`config.mk`:
```
export PLATFORM = sky130hd
export DESIGN_NAME = keypad_scanner_flat
export DESIGN_NICKNAME = d
export VERILOG_FILES = /design/src/rtl/keypad_scanner_if.sv /design/src/rtl/keypad_scanner.sv /design/src/flat_wrapper.sv
export SDC_FILE = /design/constraint.sdc
export NUM_CORES = 1
export LEC_CHECK = 0
export ABC_AREA = 1
export CORE_AREA = 2 2 91 84
export DETAILED_ROUTE_END_ITERATION = 8
export DIE_AREA = 0 0 93 86
export PLACE_DENSITY = 0.69
export SETUP_SLACK_MARGIN = 0.02
export SLEW_MARGIN = 20
export SYNTH_ARGS = -nofsm -noshare
export SYNTH_HDL_FRONTEND = slang
export SYNTH_SLANG_ARGS = --single-unit
```
`constraint.sdc`:
```
create_clock -name CLK -period 2.7 [get_ports CLK]
set_input_delay 0.81 -clock CLK [delete_from_list [all_inputs] [get_ports CLK]]
set_output_delay 0.81 -clock CLK [all_outputs]
set_load 0.005 [all_outputs]
```
`src/rtl/keypad_scanner_if.sv`:
```
// Keypad matrix signal bundle: column drive, row sense and the debounced key-event outputs.
// Latency: none; this is wiring only.
// Backpressure: none. Key events are fire-and-forget pulses and levels.
// Ports (master = scanner side):
//   col_n     master->slave  active-low column drive, one bit low at a time
//   row_n     slave->master  active-low row sense from the matrix (asynchronous)
//   key_code  master->slave  index of the last pressed key (col*4 + row)
//   key_valid master->slave  one-cycle pulse per accepted single-key press
//   key_down  master->slave  level, high while the accepted single key is held
//   multi_key master->slave  level, high while two or more keys are accepted
interface keypad_scanner_if;
  logic [3:0] col_n;
  logic [3:0] row_n;
  logic [3:0] key_code;
  logic       key_valid;
  logic       key_down;
  logic       multi_key;

  modport master (
    output col_n,
    input  row_n,
    output key_code,
    output key_valid,
    output key_down,
    output multi_key
  );

  modport slave (
    input  col_n,
    output row_n,
    input  key_code,
    input  key_valid,
    input  key_down,
    input  multi_key
  );
endinterface

```
`src/rtl/keypad_scanner.sv`:
```
// 4x4 matrix keypad scanner: column strobe, frame debounce, single/multi key press classification.
// Latency: accept at the DEBOUNCE_SCANS-th identical frame end, outputs 1 cycle later.
// Backpressure: none; events are pulses/levels and cannot be stalled.
// Ports:
//   CLK    system clock, rising edge
//   RST_N  synchronous active-low reset
//   kp     keypad_scanner_if master: col_n/row_n to the matrix, key_* events out
module keypad_scanner #(
  parameter int SCAN_DIV       = 16000,
  parameter int DEBOUNCE_SCANS = 4
) (
  input  logic               CLK,
  input  logic               RST_N,
  keypad_scanner_if.master   kp
);

  localparam int                DIV_W    = $clog2(SCAN_DIV);
  localparam logic [DIV_W-1:0]  DIV_LAST = DIV_W'(SCAN_DIV - 1);
  localparam logic [3:0]        DB       = 4'(DEBOUNCE_SCANS);

  typedef enum logic [1:0] {S_IDLE, S_PRESSED, S_MULTI} state_t;

  logic [3:0]       r_row_s1;
  logic [3:0]       r_row_s2;
  logic [DIV_W-1:0] r_div;
  logic [1:0]       r_col;
  logic [3:0]       r_col_n;
  logic [15:0]      r_frame;
  logic [15:0]      r_prev_frame;
  logic [3:0]       r_stable_cnt;
  logic             r_accept;
  state_t           r_state;
  logic [3:0]       r_key_code;
  logic             r_key_valid;
  logic             r_key_down;
  logic             r_multi_key;

  logic             w_term;
  logic             w_frame_end;
  logic [15:0]      w_new_frame;
  logic             w_same;
  logic [3:0]       w_cnt_nxt;
  logic             w_accept;
  logic             w_zero;
  logic             w_single;
  logic [3:0]       w_idx;
  state_t           w_state_nxt;
  logic [3:0]       w_code_nxt;
  logic             w_valid_nxt;
  logic             w_down_nxt;
  logic             w_multi_nxt;

  assign w_term      = (r_div == DIV_LAST);
  assign w_frame_end = w_term && (r_col == 2'd3);

  // The frame being closed includes the column-3 rows sampled this very cycle.
  always_comb begin
    w_new_frame          = r_frame;
    w_new_frame[12 +: 4] = ~r_row_s2;
  end

  assign w_same    = (w_new_frame == r_prev_frame);
  assign w_cnt_nxt = !w_same ? 4'd1 :
                     (r_stable_cnt == DB) ? DB : (r_stable_cnt + 4'd1);
  // Fire only on the step into DB. A changed frame with DB==1 is its own first (and final) step.
  assign w_accept  = (w_cnt_nxt == DB) && (!w_same || (r_stable_cnt != DB));

  // Scan, synchronizer and debounce datapath.
  always_ff @(posedge CLK) begin
    if (!RST_N) begin
      r_row_s1     <= 4'hF;
      r_row_s2     <= 4'hF;
      r_div        <= '0;
      r_col        <= 2'd0;
      r_col_n      <= 4'b1110;
      r_frame      <= 16'd0;
      r_prev_frame <= 16'd0;
      r_stable_cnt <= 4'd0;
      r_accept     <= 1'b0;
    end else begin
      r_row_s1 <= kp.row_n;
      r_row_s2 <= r_row_s1;
      r_accept <= 1'b0;
      if (w_term) begin
        // Sample at the end of the dwell so the driven column has settled.
        r_div                         <= '0;
        r_col                         <= r_col + 2'd1;
        r_col_n                       <= ~(4'b0001 << (r_col + 2'd1));
        r_frame[{r_col, 2'b00} +: 4]  <= ~r_row_s2;
      end else begin
        r_div <= r_div + 1'b1;
      end
      if (w_frame_end) begin
        r_stable_cnt <= w_cnt_nxt;
        r_accept     <= w_accept;
        if (!w_same) begin
          r_prev_frame <= w_new_frame;
        end
      end
    end
  end

  // Classify the accepted frame (held in r_prev_frame while r_accept is high).
  assign w_zero   = (r_prev_frame == 16'd0);
  assign w_single = !w_zero && ((r_prev_frame & (r_prev_frame - 16'd1)) == 16'd0);

  always_comb begin
    w_idx = 4'd0;
    for (int i = 0; i < 16; i++) begin
      if (r_prev_frame[i]) begin
        w_idx = 4'(i);
      end
    end
  end

  // FSM state register (outputs are registered alongside the state).
  always_ff @(posedge CLK) begin
    if (!RST_N) begin
      r_state     <= S_IDLE;
      r_key_code  <= 4'd0;
      r_key_valid <= 1'b0;
      r_key_down  <= 1'b0;
      r_multi_key <= 1'b0;
    end else begin
      r_state     <= w_state_nxt;
      r_key_code  <= w_code_nxt;
      r_key_valid <= w_valid_nxt;
      r_key_down  <= w_down_nxt;
      r_multi_key <= w_multi_nxt;
    end
  end

  // FSM next state.
  always_comb begin
    w_state_nxt = r_state;
    if (r_accept) begin
      case (r_state)
        S_IDLE: begin
          if (w_single)     w_state_nxt = S_PRESSED;
          else if (!w_zero) w_state_nxt = S_MULTI;
        end
        S_PRESSED: begin
          if (w_zero)         w_state_nxt = S_IDLE;
          else if (!w_single) w_state_nxt = S_MULTI;
        end
        S_MULTI: begin
          // Dropping to one key from MULTI is deliberately not a press.
          if (w_zero) w_state_nxt = S_IDLE;
        end
        default: w_state_nxt = S_IDLE;
      endcase
    end
  end

  // FSM outputs.
  always_comb begin
    w_code_nxt  = r_key_code;
    w_valid_nxt = 1'b0;
    w_down_nxt  = r_key_down;
    w_multi_nxt = r_multi_key;
    if (r_accept) begin
      case (r_state)
        S_IDLE: begin
          if (w_single) begin
            w_code_nxt  = w_idx;
            w_valid_nxt = 1'b1;
            w_down_nxt  = 1'b1;
          end else if (!w_zero) begin
            w_multi_nxt = 1'b1;
          end
        end
        S_PRESSED: begin
          if (w_zero) begin
            w_down_nxt = 1'b0;
          end else if (w_single) begin
            // Rollover: a different single key reports a new press.
            if (w_idx != r_key_code) begin
              w_code_nxt  = w_idx;
              w_valid_nxt = 1'b1;
            end
          end else begin
            w_down_nxt  = 1'b0;
            w_multi_nxt = 1'b1;
          end
        end
        S_MULTI: begin
          if (w_zero) w_multi_nxt = 1'b0;
        end
        default: begin
          w_down_nxt  = 1'b0;
          w_multi_nxt = 1'b0;
        end
      endcase
    end
  end

  assign kp.col_n     = r_col_n;
  assign kp.key_code  = r_key_code;
  assign kp.key_valid = r_key_valid;
  assign kp.key_down  = r_key_down;
  assign kp.multi_key = r_multi_key;

endmodule

```
`src/flat_wrapper.sv`:
```
// flat-port wrapper written by rule: the top's interface ports become plain ports
module keypad_scanner_flat 
#(
  parameter int SCAN_DIV       = 16000,
  parameter int DEBOUNCE_SCANS = 4
)
  (CLK, RST_N, kp_col_n, kp_row_n, kp_key_code, kp_key_valid, kp_key_down, kp_multi_key);
  keypad_scanner_if kp_i ();
  input  logic CLK;
  input  logic RST_N;
  output wire logic [$bits(kp_i.col_n)-1:0] kp_col_n;
  input wire logic [$bits(kp_i.row_n)-1:0] kp_row_n;
  output wire logic [$bits(kp_i.key_code)-1:0] kp_key_code;
  output wire logic [$bits(kp_i.key_valid)-1:0] kp_key_valid;
  output wire logic [$bits(kp_i.key_down)-1:0] kp_key_down;
  output wire logic [$bits(kp_i.multi_key)-1:0] kp_multi_key;
  assign kp_col_n = kp_i.col_n;
  assign kp_i.row_n = kp_row_n;
  assign kp_key_code = kp_i.key_code;
  assign kp_key_valid = kp_i.key_valid;
  assign kp_key_down = kp_i.key_down;
  assign kp_multi_key = kp_i.multi_key;
  keypad_scanner #(.SCAN_DIV(SCAN_DIV), .DEBOUNCE_SCANS(DEBOUNCE_SCANS)) u_core (.CLK(CLK), .RST_N(RST_N), .kp(kp_i));
endmodule
```
==> metrics <==
clock skew=11.0 ps; final hold viol count=0; Die Width=93 um; routed via count=3,299; MaxCap Viol Count=0; CTS tree=done; root buf cell=clkbuf_8; min-delay src=u_core.r_row_s1[3]; fill count=674; DRT Pass-1 Iters=5; DR iter-0 viols=233; RSZ-0062 raised after global routing=false; Final Power=1.94 mW; worst min-delay path category=flop to flop; Synth Area per Inst=7.05 sq um; die height=86 um; Final period util=78.8%; Skew-Pair Late Insertion Delay=350 ps; nets@finish=545; EDFF count, synth=0; kind of critical path=flop to flop; Final ANT Viol Nets=0; Cells after Synth=509; Core ar.=6970 sq um; fin cells=629; Crit path required time=2950 ps; CP endpoint kind=flop; synth unique cells=39; remaining global-route overflow=0; Worst Setup Start Kind=flop; Reg2Reg Setup Slack=570 ps; Post-CTS Setup Inserts=0; Placer Congestion=0.902; yosys warns=0; pin count of the biggest net entering global routing=31; Row Count=29; worst path arrival time=2380 ps; share of cells above drive strength 1=9.51%; Power Dens Cells=481 nW/um^2; syn_nets=523; placement-stage cell area=3850 sq um; Reg clk slew, reported paths=80 ps; synthesis-stage register bit count=70; hold buffers post-CTS=0; synthesized area=3590 sq um; r2r worst-path depth=8; commonest cells after routing, fill and taps aside=nand2_1 (80), dfxtp_1 (70), nor2_1 (69); vias in the first global route=2,972; number of port buffers=16; Ports=17; Initial Util=51.5%; antenna cells=0; # DRC=0; placed cell count=613; Slew Limit Fails=0; CTS Buf Count=9; RR Startpoint=u_core.r_prev_frame[5]; dpl hpwl=6.12 mm; most common cell after layout, fill and taps aside=nand2_1; DRT Wirelength=8.18 mm; Area growth syn-to-layout=12.6%; fin crit period=2130 ps; All-Layer GR Usage=22.1%; H-tree Lvls=3; post-synthesis sequential area ratio=39.1%; Peak VDD IR=363 uV; slew margin rel.=70.5%; global-route wire length before repair=14.1 mm; Hold EP=u_core.r_row_s2[3]; depth of the worst hold-timing path=1; ys async rst share=0%; clk sinks=70; setup_tns=0 ps; die area=8000 sq um; Critical R2R Capture=u_core.r_prev_frame[1]; CTS max path bufs=2; PostCTS Resize Cnt=0; Crit Path Max Fanout=11; cell area after layout=4040 sq um; outcome=finished, final reports clean; Main synth FF type=dfxtp_1; drt wl/cell=13.0 um; upper clock frequency limit=470 MHz; initial antenna violation count=0; slew at the pin closest to its max-slew limit=439 ps; leak pwr=1.72 nW; setup violators final=0; Via density=5.24
-- per-layer routing --
| layer | track usage [%] | wire length [um] | vias to the layer above | share of wire (%) |
|---|---|---|---|---|
| met1 | 32.4 | 4180 | 1494 | 51 |
| met5 | 0 | 0 | - | 0 |
| met4 | 7.75 | 121 | 0 | 1.5 |
| met2 | 32.1 | 3470 | 80 | 42 |
| met3 | 4.75 | 410 | 12 | 5.0 |
| li1 | - | - | 1713 | - |
-- sequential cells by signal, summed over array words and instances (netlist names), 2 cells and up --
name / flops
u_core.r_prev_frame: 16
u_core.r_div: 14
u_core.r_frame: 12
u_core.kp.col_n: 4
u_core.kp.key_code: 4
u_core.r_row_s1: 4
u_core.r_row_s2: 4
u_core.r_stable_cnt: 4
u_core.r_col: 2
u_core.r_state: 2
-- report_power, final --
part	switching, mW	internal, mW
registers	0.00574	1.04
clock network	0.404	0.425
logic	0.0392	0.0272
total	0.449	1.49
-- cell usage after synthesis, types with 2 or more instances --
| cell type | n | share of area, % |
|---|---|---|
| nand2_1 | 80 | 8.4 |
| dfxtp_1 | 70 | 39 |
| nor2_1 | 69 | 7.2 |
| inv_1 | 65 | 6.8 |
| a21oi_1 | 48 | 6.7 |
| o21ai_0 | 34 | 4.7 |
| nand3_1 | 28 | 3.9 |
| nand4_1 | 17 | 3.0 |
| or2_2 | 11 | 1.9 |
| xor2_1 | 11 | 2.7 |
| nor3_1 | 10 | 1.4 |
| ha_1 | 8 | 2.8 |
| nor2_2 | 6 | 1.0 |
| nor4_1 | 6 | 1.0 |
| nand2_2 | 5 | 0.87 |
| xnor2_1 | 4 | 0.98 |
| a31oi_1 | 3 | 0.52 |
| buf_2 | 3 | 0.42 |
| clkbuf_1 | 3 | 0.31 |
| inv_2 | 3 | 0.31 |
| a211oi_1 | 2 | 0.42 |
| nand2_4 | 2 | 0.63 |
| nor2_4 | 2 | 0.63 |
| nor3b_1 | 2 | 0.42 |
| o22ai_1 | 2 | 0.35 |
| or2_0 | 2 | 0.35 |
-- final cells by class --
cell class	count	area (sq um)	area share (%)
sequential	70	1400	34.7
inverter	69	259	6.41
clock buffer	10	128	3.16
clock inverter	6	62.6	1.55
timing repair buffer	19	183	4.52
tap	93	116	2.88
multi-input combinational	362	1890	46.8
-- worst max-delay path, stage by stage, from the launching register on --
cell and delay, ps:
dfxtp_1 430, nor2_1 100, nor4_1 410, nand4_1 190, or2_0 270, nand2_1 300, inv_1 160, nor2_1 120
nor2_1 50
-- through the flow --
stage / utilization (%) / setup slack [ps] / hold WS (ps)
floorplan: - / 936 / 393
CTS: 58.0 / 585 / 414
detailed placement: 55.3 / 547 / 400
global placement: 55.3 / 571 / 398
global route: 58.0 / 211 / 431
finish: 58.0 / 573 / 412
-- worst max path at each step --
stage | cells after the start | to | startpoint
floorplan | 10 | u_core.r_frame[11] | u_core.r_div[0]
global placement | 5 | u_core.r_div[8] | RST_N
detailed placement | 5 | u_core.r_div[8] | RST_N
CTS | 12 | u_core.r_prev_frame[9] | u_core.r_div[0]
global route | 12 | u_core.r_prev_frame[2] | u_core.r_div[0]
finish | 8 | u_core.r_prev_frame[1] | u_core.r_prev_frame[5]
-- kinds of logic (layout without fill, tap and decap cells) --
group | after synthesis | after routing | share of synthesized area [%]
compound gates | 94 | 94 | 13.8
xor+xnor | 15 | 15 | 3.66
fa+ha+maj | 8 | 8 | 2.79
buf+inv | 77 | 104 | 8.26
flops | 70 | 70 | 39.1
simple gates | 245 | 245 | 32.4
(Power assumes the default switching activity.)
